**src/rtl/cardinal_nic_pkg.sv**
```systemverilog
// Shared constants for the cardinal NIC: register map, data width and the
// packet bit that carries the virtual-channel tag.
package cardinal_nic_pkg;

  localparam int unsigned DATA_W = 64;
  localparam int unsigned VC_BIT = 63;

  localparam logic [1:0] ADDR_IN_BUF   = 2'b00;
  localparam logic [1:0] ADDR_IN_STAT  = 2'b01;
  localparam logic [1:0] ADDR_OUT_BUF  = 2'b10;
  localparam logic [1:0] ADDR_OUT_STAT = 2'b11;

endpackage

```
**src/rtl/cardinal_nic_buf1.sv**
```systemverilog
// Single-entry packet buffer with a full flag. A load is accepted only while
// empty; clear drops the full flag but keeps the stale data readable.
import cardinal_nic_pkg::*;

module nic_buf1 (
  input  logic              clk,
  input  logic              reset,
  input  logic              load,
  input  logic              clear,
  input  logic [DATA_W-1:0] d,
  output logic [DATA_W-1:0] q,
  output logic              full
);

  always_ff @(posedge clk) begin
    if (!reset) begin
      q    <= '0;
      full <= 1'b0;
    end else if (load && !full) begin
      q    <= d;
      full <= 1'b1;
    end else if (clear) begin
      full <= 1'b0;
    end
  end

endmodule

```
**src/rtl/cardinal_nic.sv**
```systemverilog
// Cardinal NIC: CPU-facing register interface with one input and one output
// packet slot. Define CARDINAL_NIC_POLARITY_EN to gate sends on VC polarity.
import cardinal_nic_pkg::*;

module cardinal_nic (
  input  logic              clk,
  input  logic              reset,
  input  logic [1:0]        addr,
  input  logic [DATA_W-1:0] d_in,
  output logic [DATA_W-1:0] d_out,
  input  logic              nicEn,
  input  logic              nicEnWr,
  input  logic              net_si,
  output logic              net_ri,
  input  logic [DATA_W-1:0] net_di,
  output logic              net_so,
  input  logic              net_ro,
  output logic [DATA_W-1:0] net_do,
  input  logic              net_polarity
);

  logic [DATA_W-1:0] in_buf;
  logic [DATA_W-1:0] out_buf;
  logic              in_full;
  logic              out_full;
  logic              cpu_rd;
  logic              cpu_wr_out;
  logic              in_pop;

  assign cpu_rd     = nicEn && !nicEnWr;
  assign cpu_wr_out = nicEn && nicEnWr && (addr == ADDR_OUT_BUF);
  assign in_pop     = cpu_rd && (addr == ADDR_IN_BUF) && in_full;

`ifdef CARDINAL_NIC_POLARITY_EN
  assign net_so = out_full && net_ro && (out_buf[VC_BIT] == net_polarity);
`else
  assign net_so = out_full && net_ro;
`endif

  assign net_ri = !in_full;
  assign net_do = out_buf;

  nic_buf1 u_in_buf (
    .clk   (clk),
    .reset (reset),
    .load  (net_si),
    .clear (in_pop),
    .d     (net_di),
    .q     (in_buf),
    .full  (in_full)
  );

  // Load is ignored while full, so a CPU write colliding with a send is dropped.
  nic_buf1 u_out_buf (
    .clk   (clk),
    .reset (reset),
    .load  (cpu_wr_out),
    .clear (net_so),
    .d     (d_in),
    .q     (out_buf),
    .full  (out_full)
  );

  always_comb begin
    d_out = '0;
    if (cpu_rd) begin
      unique case (addr)
        ADDR_IN_BUF:   d_out = in_buf;
        ADDR_IN_STAT:  d_out = {{(DATA_W-1){1'b0}}, in_full};
        ADDR_OUT_STAT: d_out = {{(DATA_W-1){1'b0}}, out_full};
        default:       d_out = '0;
      endcase
    end
  end

endmodule

```
**config.mk**
```make
export PLATFORM = sky130hd
export DESIGN_NAME = cardinal_nic
export DESIGN_NICKNAME = d
export VERILOG_FILES = /design/src/rtl/cardinal_nic_pkg.sv /design/src/rtl/cardinal_nic_buf1.sv /design/src/rtl/cardinal_nic.sv
export SDC_FILE = /design/constraint.sdc
export NUM_CORES = 1
export LEC_CHECK = 0
export BUFFER_PORTS_ARGS = -buffer_cell sky130_fd_sc_hd__buf_2
export CAP_MARGIN = 10
export CELL_PAD_IN_SITES_DETAIL_PLACEMENT = 1
export CELL_PAD_IN_SITES_GLOBAL_PLACEMENT = 2
export CORE_MARGIN = 3
export CORE_UTILIZATION = 26
export CTS_BUF_LIST = sky130_fd_sc_hd__clkbuf_16
export CTS_CLUSTER_SIZE = 30
export DETAILED_ROUTE_END_ITERATION = 8
export GPL_TIMING_DRIVEN = 0
export PLACE_DENSITY = 0.78
export SLEW_MARGIN = 15
export SYNTH_ARGS = -nofsm -noshare
export SYNTH_HDL_FRONTEND = slang
export SYNTH_HIERARCHICAL = 1
export SYNTH_SLANG_ARGS = --single-unit
```
**constraint.sdc**
```tcl
create_clock -name clk -period 1.8 [get_ports clk]
set_input_delay 0.36 -clock clk [delete_from_list [all_inputs] [get_ports clk]]
set_output_delay 0.36 -clock clk [all_outputs]
set_load 0.05 [all_outputs]
```
==> results of run 1 <==
worst register-to-register path, delay by kind of cell, from the launching register on:
kind,cells,cell delay [ps]
and+or+nand+nor,1,120
buffers and inverters,3,480
DFF,1,340
muxes,1,200
power breakdown:
part | internal, mW | switching [mW] | total, mW
Combinational | 0.418 | 0.531 | 0.948
Clock | 2.34 | 1.42 | 3.76
Sequential | 3.00 | 0.0661 | 3.07
repair_timing:
action,CTS,global route
buffers inserted,3,1
pin swaps,19,33
endpoints found under the setup margin,64,62
hold endpoints to repair,0,0
cloned,4,3
resized for setup,216,74
cell families after synthesis:
logic type             synth area share [%]
and+or+nand+nor                        25.5
AOI/OAI and AO/OA                     0.616
muxes                                  21.9
DFF                                    44.1
buffers and inverters                  7.87
per-layer routing:
metal	vias to the layer above	GRT usage, %
met2	194	26.8
met5	-	0
met3	23	6.36
met4	6	4.46
li1	2632	-
met1	2475	19.1
cell type report:
class                   count  area, µm²
diodes                      1       2.50
plain buffers              48        523
clock buffers              17        425
clock inverters            15        204
fillers                  2552      12800
inverters                   3       11.3
multi-input cells         461       2950
flip-flops and latches    130       2610
well taps                 280        350
repair buffers            275       2100
flip-flops by register name, summed over array words and instances (netlist names):
| signal | count |
|---|---|
| u_in_buf/full | 1 |
| u_in_buf/q | 64 |
| u_out_buf/full | 1 |
| u_out_buf/q | 64 |
path summary, 6_finish.rpt:
check / start / end / slack [ps] / depth (start not counted)
max: addr[1] / d_out[58] / -60 / 7
min: d_in[11] / u_out_buf/q[11] / 180 / 3
max reg2reg: u_in_buf/full / u_in_buf/q[5] / 580 / 5
min reg2reg: u_out_buf/q[21] / u_out_buf/q[21] / 460 / 2
cell usage in the layout (no fill, tap or decap), types with 4 or more instances in the layout:
cell type  count
and2_2         4
and2_4        60
buf_12        15
buf_2        222
buf_4          7
buf_6          6
buf_8         69
bufinv_16      4
clkbuf_16     19
dfxtp_1      127
inv_1          4
inv_6          4
mux2i_1      128
nand2_1      259
==> results.toml, run 1 <==
[setup_path]
path_common_cell = "buf_8"
critical_path_buf_inv_count = 5
cp-start-kind = "input port"
slowest_stage = "nor4b_4"
worst_ep_arrival_time_ps = 1500
crit_path_end_kind = "primary output"
path_class = "in2out"
cp_max_fo = 5
worstPathRequired_ps = 1440
crit_chain = "buf_8, nor4b_4, buf_4, buf_8, buf_8, and2_4, buf_8"
critical-path-top-delay-family = "buffers and inverters"
slowest_delay_ps = 300

[synth]
synth_warnings = 6
synth_top_cells_by_count = "nand2_1, dfxtp_1, mux2i_1"
synth_area_per_cell_um2 = 9.18
ys.flop_type = "dfxtp_1"
synth_top_area_share_pct = 44.1
synth_most_common_cell = "nand2_1"
synth.area.top_cells = "dfxtp_1, mux2i_1, nand2_1"
synth_area_um2 = 5900
ys_types = 17
synth-edff-count = 0
synth_top_area_cell = "dfxtp_1"
async_flop_share_pct = 0
ys_ff_latch = 130
synthCells = 642
ys_seq_area_share_pct = 44.1
syn_nets = 779

[global_routing]
grt_pass1_wl_mm = 30.8
gr-total-overflow = 0
antenna_found_initial = 3
grt_max_degree = 17
grt_pass1_vias = 5592
grt_usage_pct = 16.0

[power_and_ir_drop]
p_leak_nw = 4.25
p_per_area_nw_per_um2 = 847
total_power_mw = 7.78
ir_drop_v = 0.000613

[detailed_routing]
drtIter0Drc = 96
avgViaCountPerCell = 4.33
met1Wirelength_mm = 8.42
wl_mm = 20.0
drc = 0
first_pass_iters = 4
antenna_left = 0
dr_wl_met2_mm = 9.61
wl_met3_mm = 1.75
avgRoutedWirePerCell_um = 16.3
top_layer = "met5"
via_count = 5330

[job]
max-cap-violations = 0

[layout]
drive_gt1_share_pct = 44.7
fin_area_um2 = 9180
instances_no_fill = 1230
nNetsFinal = 1073
syn_to_final_growth_pct = 55.7
finish.utilization_pct = 41.7

[status]
violations = "setup timing"
status = "complete, but fails checks"

[clocking]
clockBufferDepth = 2
cts_tree = "done"
clk_latency_ps = 420
htreeDepth = 4
cts_hold_buf = 0
path_clk_slew_ps = 70
cts_made_buffers = 17
numClockSinks = 130
clock-root-buffer = "clkbuf_16"

[timing]
hold_ws_ps = 180
setup_viol = 28
slew_viol_final = 0
hold_violations = 0
slew_headroom_pct = 60.9
worstMarginPinSlew_ps = 586
fmax_mhz = 538
finalClockSkew_ps = 12.7
layout_setup_ws_ps = -57.6
finalCriticalPeriod_ps = 1860
finalSetupTns_ps = -1010
rsz0062_at_grt = "true"
post-route-period-util_pct = 103

[placement]
port_buffers = 264
dp_cells = 1186
placed_area_um2 = 7590
place_ws_ps = -532
gp_congestion = 0.742
place_hpwl_mm = 15.0

[hold_path]
hp-class = "in2reg"

[floorplan]
dieArea_um2 = 24500
die_w_um = 157
die_h_um = 157
start_util_pct = 26.8
coreArea_um2 = 22000
placementRows = 54
io_pins = 267
Power figures use the tool's default switching activity.
==> inputs of run 2 (changes only) <==
--- a/config.mk
+++ b/config.mk
@@ -5,17 +5,18 @@
 export SDC_FILE = /design/constraint.sdc
 export NUM_CORES = 1
 export LEC_CHECK = 0
-export BUFFER_PORTS_ARGS = -buffer_cell sky130_fd_sc_hd__buf_2
+export ABC_AREA = 1
+export BUFFER_PORTS_ARGS = -buffer_cell sky130_fd_sc_hd__buf_4
 export CAP_MARGIN = 10
 export CELL_PAD_IN_SITES_DETAIL_PLACEMENT = 1
 export CELL_PAD_IN_SITES_GLOBAL_PLACEMENT = 2
 export CORE_MARGIN = 3
-export CORE_UTILIZATION = 26
+export CORE_UTILIZATION = 24
 export CTS_BUF_LIST = sky130_fd_sc_hd__clkbuf_16
 export CTS_CLUSTER_SIZE = 30
 export DETAILED_ROUTE_END_ITERATION = 8
 export GPL_TIMING_DRIVEN = 0
-export PLACE_DENSITY = 0.78
+export PLACE_DENSITY = 0.8
 export SLEW_MARGIN = 15
 export SYNTH_ARGS = -nofsm -noshare
 export SYNTH_HDL_FRONTEND = slang
==> run 2 against run 1 <==
The run now ends clean. Critical path depth is 1 lower. Clock-buffer cell count stayed put. Final area is 2.6% higher. Sequential power is 2% higher. Clock power is 3% lower. Largest cell class is now registers. Highest routed layer is now met4.
==> results.toml, run 2 <==
[status]
status = "finished clean"

[synth]
synthCells = 989
ys.flop_type = "dfxtp_1"
ys_types = 16
ys_seq_area_share_pct = 41.9
synth_area_um2 = 6200
synth_area_per_cell_um2 = 6.27
async_flop_share_pct = 0
synth_top_cells_by_count = "nor2_1, inv_1, nand2_1"
synth_most_common_cell = "nor2_1"
synth_top_area_cell = "dfxtp_1"
synth.area.top_cells = "dfxtp_1, nor2_1, inv_1"
synth_warnings = 6
synth_top_area_share_pct = 41.9
syn_nets = 1126
synth-edff-count = 0
ys_ff_latch = 130

[layout]
finish.utilization_pct = 37.2
antennaDiodeCount = 0
n_fill_cell = 3287
syn_to_final_growth_pct = 51.7
multi_input_area_um2 = 2510
nNetsFinal = 1410
drive_gt1_share_pct = 29.2
most-common-layout-cells = "nor2_1, buf_4, inv_1"
instances_no_fill = 1616
top_regs = "u_in_buf/q: 64 flops, u_out_buf/q: 64 flops"
final_common_cell = "nor2_1"
ff_latch_area_um2 = 2610

[timing]
slew_headroom_pct = 60.5
finalClockSkew_ps = 7.61
slew_viol_final = 0
finalCriticalPeriod_ps = 1740
hold_violations = 0
fmax_mhz = 574
worstMarginPinSlew_ps = 593
hold_ws_ps = 245
rsz0062_at_grt = "true"
setup_viol = 0
post-route-period-util_pct = 96.7

[global_routing]
antenna_found_initial = 0
grt_pass1_vias = 6573
gr-total-overflow = 0
grtUsageMet1_pct = 19.4
globalRouteMet3Util_pct = 6.74
grt_pass1_wl_mm = 35.2
met2_usage_pct = 25.3
grt_max_degree = 17
top_usage_layer = "met2"
grt_usage_pct = 15.7

[setup_path]
crit_start = "nicEnWr"
worstPathRequired_ps = 1440
worst_ep_arrival_time_ps = 1380
cp-start-kind = "input port"
crit_path_end_kind = "primary output"
cp_max_fo = 10
path_class = "in2out"
timing.rr.start = "u_out_buf/full"

[clocking]
numClockSinks = 130
cts_made_buffers = 17
path_clk_slew_ps = 70
htreeDepth = 4
cts_tree = "done"
clockBufferDepth = 2
clk_latency_ps = 420
cts_setup_buffers = 0
clock-root-buffer = "clkbuf_16"

[placement]
port_buffers = 264
place_hpwl_mm = 16.7
dp_cells = 1583
gp_congestion = 0.736

[detailed_routing]
first_pass_iters = 4
antenna_left = 0
drc = 0
wl_mm = 22.0
via_count = 6563
avgRoutedWirePerCell_um = 13.6
avgViaCountPerCell = 4.06
drtIter0Drc = 194

[floorplan]
io_pins = 267
die_w_um = 167
coreArea_um2 = 25300
start_util_pct = 24.5
dieArea_um2 = 27800
die_h_um = 167
placementRows = 58

[power_and_ir_drop]
intPower_mw = 5.79
pwr-share-seq_pct = 38.7
p_leak_nw = 4.97
ir_drop_v = 0.000475
power.switching_mw = 2.33
p_per_area_nw_per_um2 = 862
switching_share_pct = 28.7
power_frac_clock_pct = 44.8
pwr-share-comb_pct = 16.5
total_power_mw = 8.12

[hold_path]
hp-class = "in2reg"
hold_path.startpoint = "d_in[20]"

[job]
max-cap-violations = 0
run 2: logic make-up after synthesis:
kind of cell    synth area share, %
buf+inv                        18.7
compound gates                0.322
flops                          41.9
simple gates                   39.0
run 2: stage by stage:
step	TNS (ps)	cell area (µm²)	setup WS, ps
after floorplan	0	6210	19.9
after global placement	0	8600	2.26
after detailed placement	-23.4	8600	-21.2
after CTS	0	9230	3.66
after global routing	-150	9420	-34.0
final	0	9420	58.7
run 2: area by class of cell:
| cell class | instances | share of cell area (%) |
|---|---|---|
| Multi-Input combinational cell | 597 | 26.7 |
| Clock inverter | 15 | 1.93 |
| Tap cell | 330 | 4.39 |
| Sequential cell | 130 | 27.7 |
| Clock buffer | 17 | 4.52 |
| Inverter | 203 | 8.09 |
| Timing Repair Buffer | 264 | 22.4 |
| Buffer | 60 | 4.32 |
run 2: worst paths after layout:
path	end	slack, ps	cells past startpoint
setup / recovery	d_out[31]	60	6
hold reg to reg	u_in_buf/q[37]	480	2
setup reg to reg	u_out_buf/q[57]	640	4
hold / removal	u_out_buf/q[20]	240	5
run 2: worst max-delay path, cell delays in order:
cell     delay [ps]
buf_4           130
nor2_4          200
nand2_2         170
buf_6           180
nor2_1          110
buf_4           210
run 2: power groups by stage:
stage               clock network, mW  logic (mW)  registers (mW)
floorplan                           0       0.659            3.36
global placement                    0        1.32            3.20
detailed placement                  0        1.34            3.20
CTS                              3.78        1.35            3.14
global route                     3.90        1.50            3.16
finish                           3.64        1.34            3.14
run 2: routing by layer:
metal  share of wire (%)  vias up  routed length (µm)
met2                  46      187               10000
met5                   0        -                   0
li1                    -     3429                   -
met3                 9.5       12                2080
met4                0.86        0                 190
met1                  44     2935                9700
run 2: what timing repair did:
action                     in CTS  in global routing
gates resized for setup         4                 57
pin swaps                       1                  0
gates cloned                    1                  0
hold buffers                    0                  0
setup endpoints to repair       2                 32
==> inputs of run 3 (changes only) <==
==> constraint.sdc (replaced) <==
create_clock -name clk -period 2 [get_ports clk]
set_input_delay 0.4 -clock clk [delete_from_list [all_inputs] [get_ports clk]]
set_output_delay 0.4 -clock clk [all_outputs]
set_load 0.05 [all_outputs]
==> run 3 against run 2 <==
Utilization decreased by 0.79 points. Via count about the same. Cell count decreased by 0.12%. Clock skew increased by 1.6 ps. Global-route usage decreased by 0.20 points. Sequential share of layout area increased by 0.54 points. Critical endpoint is now d_out[0]. Power decreased by 9.6%. Hold slack improved by 38 ps.
==> results.toml, run 3 (synthesis results as in run 2) <==
[status]
status = "finished clean"

[layout]
n_fill_cell = 3293
syn_to_final_growth_pct = 48.5
antennaDiodeCount = 0
ff_latch_area_um2 = 2600
multi_input_area_um2 = 2440
final_common_cell = "nor2_1"
top_regs = "u_in_buf/q: 64 flops, u_out_buf/q: 64 flops"
drive_gt1_share_pct = 27.3
nNetsFinal = 1409
most-common-layout-cells = "nor2_1, buf_4, inv_1"

[timing]
finalSetupTns_ps = 0
fmax_mhz = 549
finalClockSkew_ps = 9.22
rsz0062_at_grt = "false"
slew_headroom_pct = 61.9
finalCriticalPeriod_ps = 1820
hold_violations = 0
hold_ws_ps = 283
setup_viol = 0
slew_viol_final = 0
worstMarginPinSlew_ps = 571
post-route-period-util_pct = 91.1

[clocking]
numClockSinks = 130
post_cts_resized = 0
cts_setup_buffers = 0
path_clk_slew_ps = 70
cts_made_buffers = 17
clockBufferDepth = 2
cts_tree = "done"
htreeDepth = 4
clock-root-buffer = "clkbuf_16"
cts_hold_buf = 0
clk_latency_ps = 410

[setup_path]
worst_ep_arrival_time_ps = 1420
crit_start = "u_in_buf/full"
timing.rr.start = "u_out_buf/full"
r2r_cells = 4
worstPathRequired_ps = 1600
cp_max_fo = 4
path_class = "reg2out"
cp-start-kind = "flop"
crit_path_end_kind = "primary output"

[global_routing]
gr-total-overflow = 0
grt_max_degree = 17
grt_pass1_vias = 6610
grt_usage_pct = 15.5
grt_pass1_wl_mm = 34.7
antenna_found_initial = 0

[floorplan]
dieArea_um2 = 27800
die_h_um = 167
start_util_pct = 24.5
coreArea_um2 = 25300
placementRows = 58
io_pins = 267
die_w_um = 167

[detailed_routing]
first_pass_iters = 4
drc = 0
via_count = 6567
antenna_left = 0
drtIter0Drc = 243
wl_mm = 21.7
avgRoutedWirePerCell_um = 13.4
avgViaCountPerCell = 4.07

[power_and_ir_drop]
ir_drop_v = 0.000376
p_leak_nw = 4.96
p_per_area_nw_per_um2 = 796

[placement]
port_buffers = 264
place_hpwl_mm = 16.8
gp_congestion = 0.742

[hold_path]
hold_path.startpoint = "d_in[60]"
hold_depth = 5
hp-class = "in2reg"

[job]
max-cap-violations = 0
-- run 3: changes by cell type in the layout (fill, tap and decap cells not counted), moves of 2 or more --
cell / previous run / this run
nor2_2: 21 / 1
clkinv_1: 2 / 0
buf_6: 51 / 18
nor2_1: 299 / 320
inv_6: 3 / 1
buf_4: 230 / 264
dfxtp_1: 128 / 130
inv_1: 199 / 201
-- run 3: final timing paths --
check | to | slack [ps]
setup / recovery | d_out[0] | 180
hold / removal | u_out_buf/q[60] | 280
setup reg to reg | u_out_buf/q[17] | 790
hold reg to reg | u_in_buf/q[16] | 480
-- run 3: cell type report --
| class | count | share of cell area (%) |
|---|---|---|
| Timing Repair Buffer | 264 | 21.5 |
| Clock buffer | 17 | 4.62 |
| Sequential cell | 130 | 28.2 |
| Buffer | 60 | 4.32 |
| Tap cell | 330 | 4.48 |
| Clock inverter | 14 | 2.08 |
| Multi-Input combinational cell | 596 | 26.5 |
| Inverter | 203 | 8.27 |
-- run 3: routing by layer --
metal | global-route usage, % | up-vias | routed length [µm]
li1 | - | 3432 | -
met1 | 18.7 | 2930 | 9580
met2 | 25.3 | 188 | 9840
met3 | 6.50 | 17 | 1990
met4 | 4.30 | 0 | 257
met5 | 0 | - | 0
-- run 3: critical path, cell delays in order, from the launching register on --
cell	delay, ps
dfxtp_1	430
inv_1	120
nand2_1	80
nand2_1	50
o21ai_1	110
buf_4	220
-- run 3: report_power, final --
part	internal [mW]	switching (mW)	total [mW]	leakage [nW]
logic	0.483	0.704	1.19	3.59
clock network	2.08	1.25	3.33	0.302
registers	2.75	0.0781	2.83	1.07
-- run 3: metrics by stage --
| step | cell area (µm²) | std cells | total power [mW] | setup slack (ps) | utilization (%) |
|---|---|---|---|---|---|
| floorplan | 6200 | 989 | 3.61 | 54.1 | - |
| global placement | 8600 | 1583 | 4.07 | 145 | 34.0 |
| detailed placement | 8600 | 1583 | 4.09 | 119 | 34.0 |
| CTS | 9220 | 1614 | 7.48 | 123 | 36.4 |
| global route | 9220 | 1614 | 7.75 | 27.2 | 36.4 |
| finish | 9220 | 1614 | 7.34 | 178 | 36.4 |
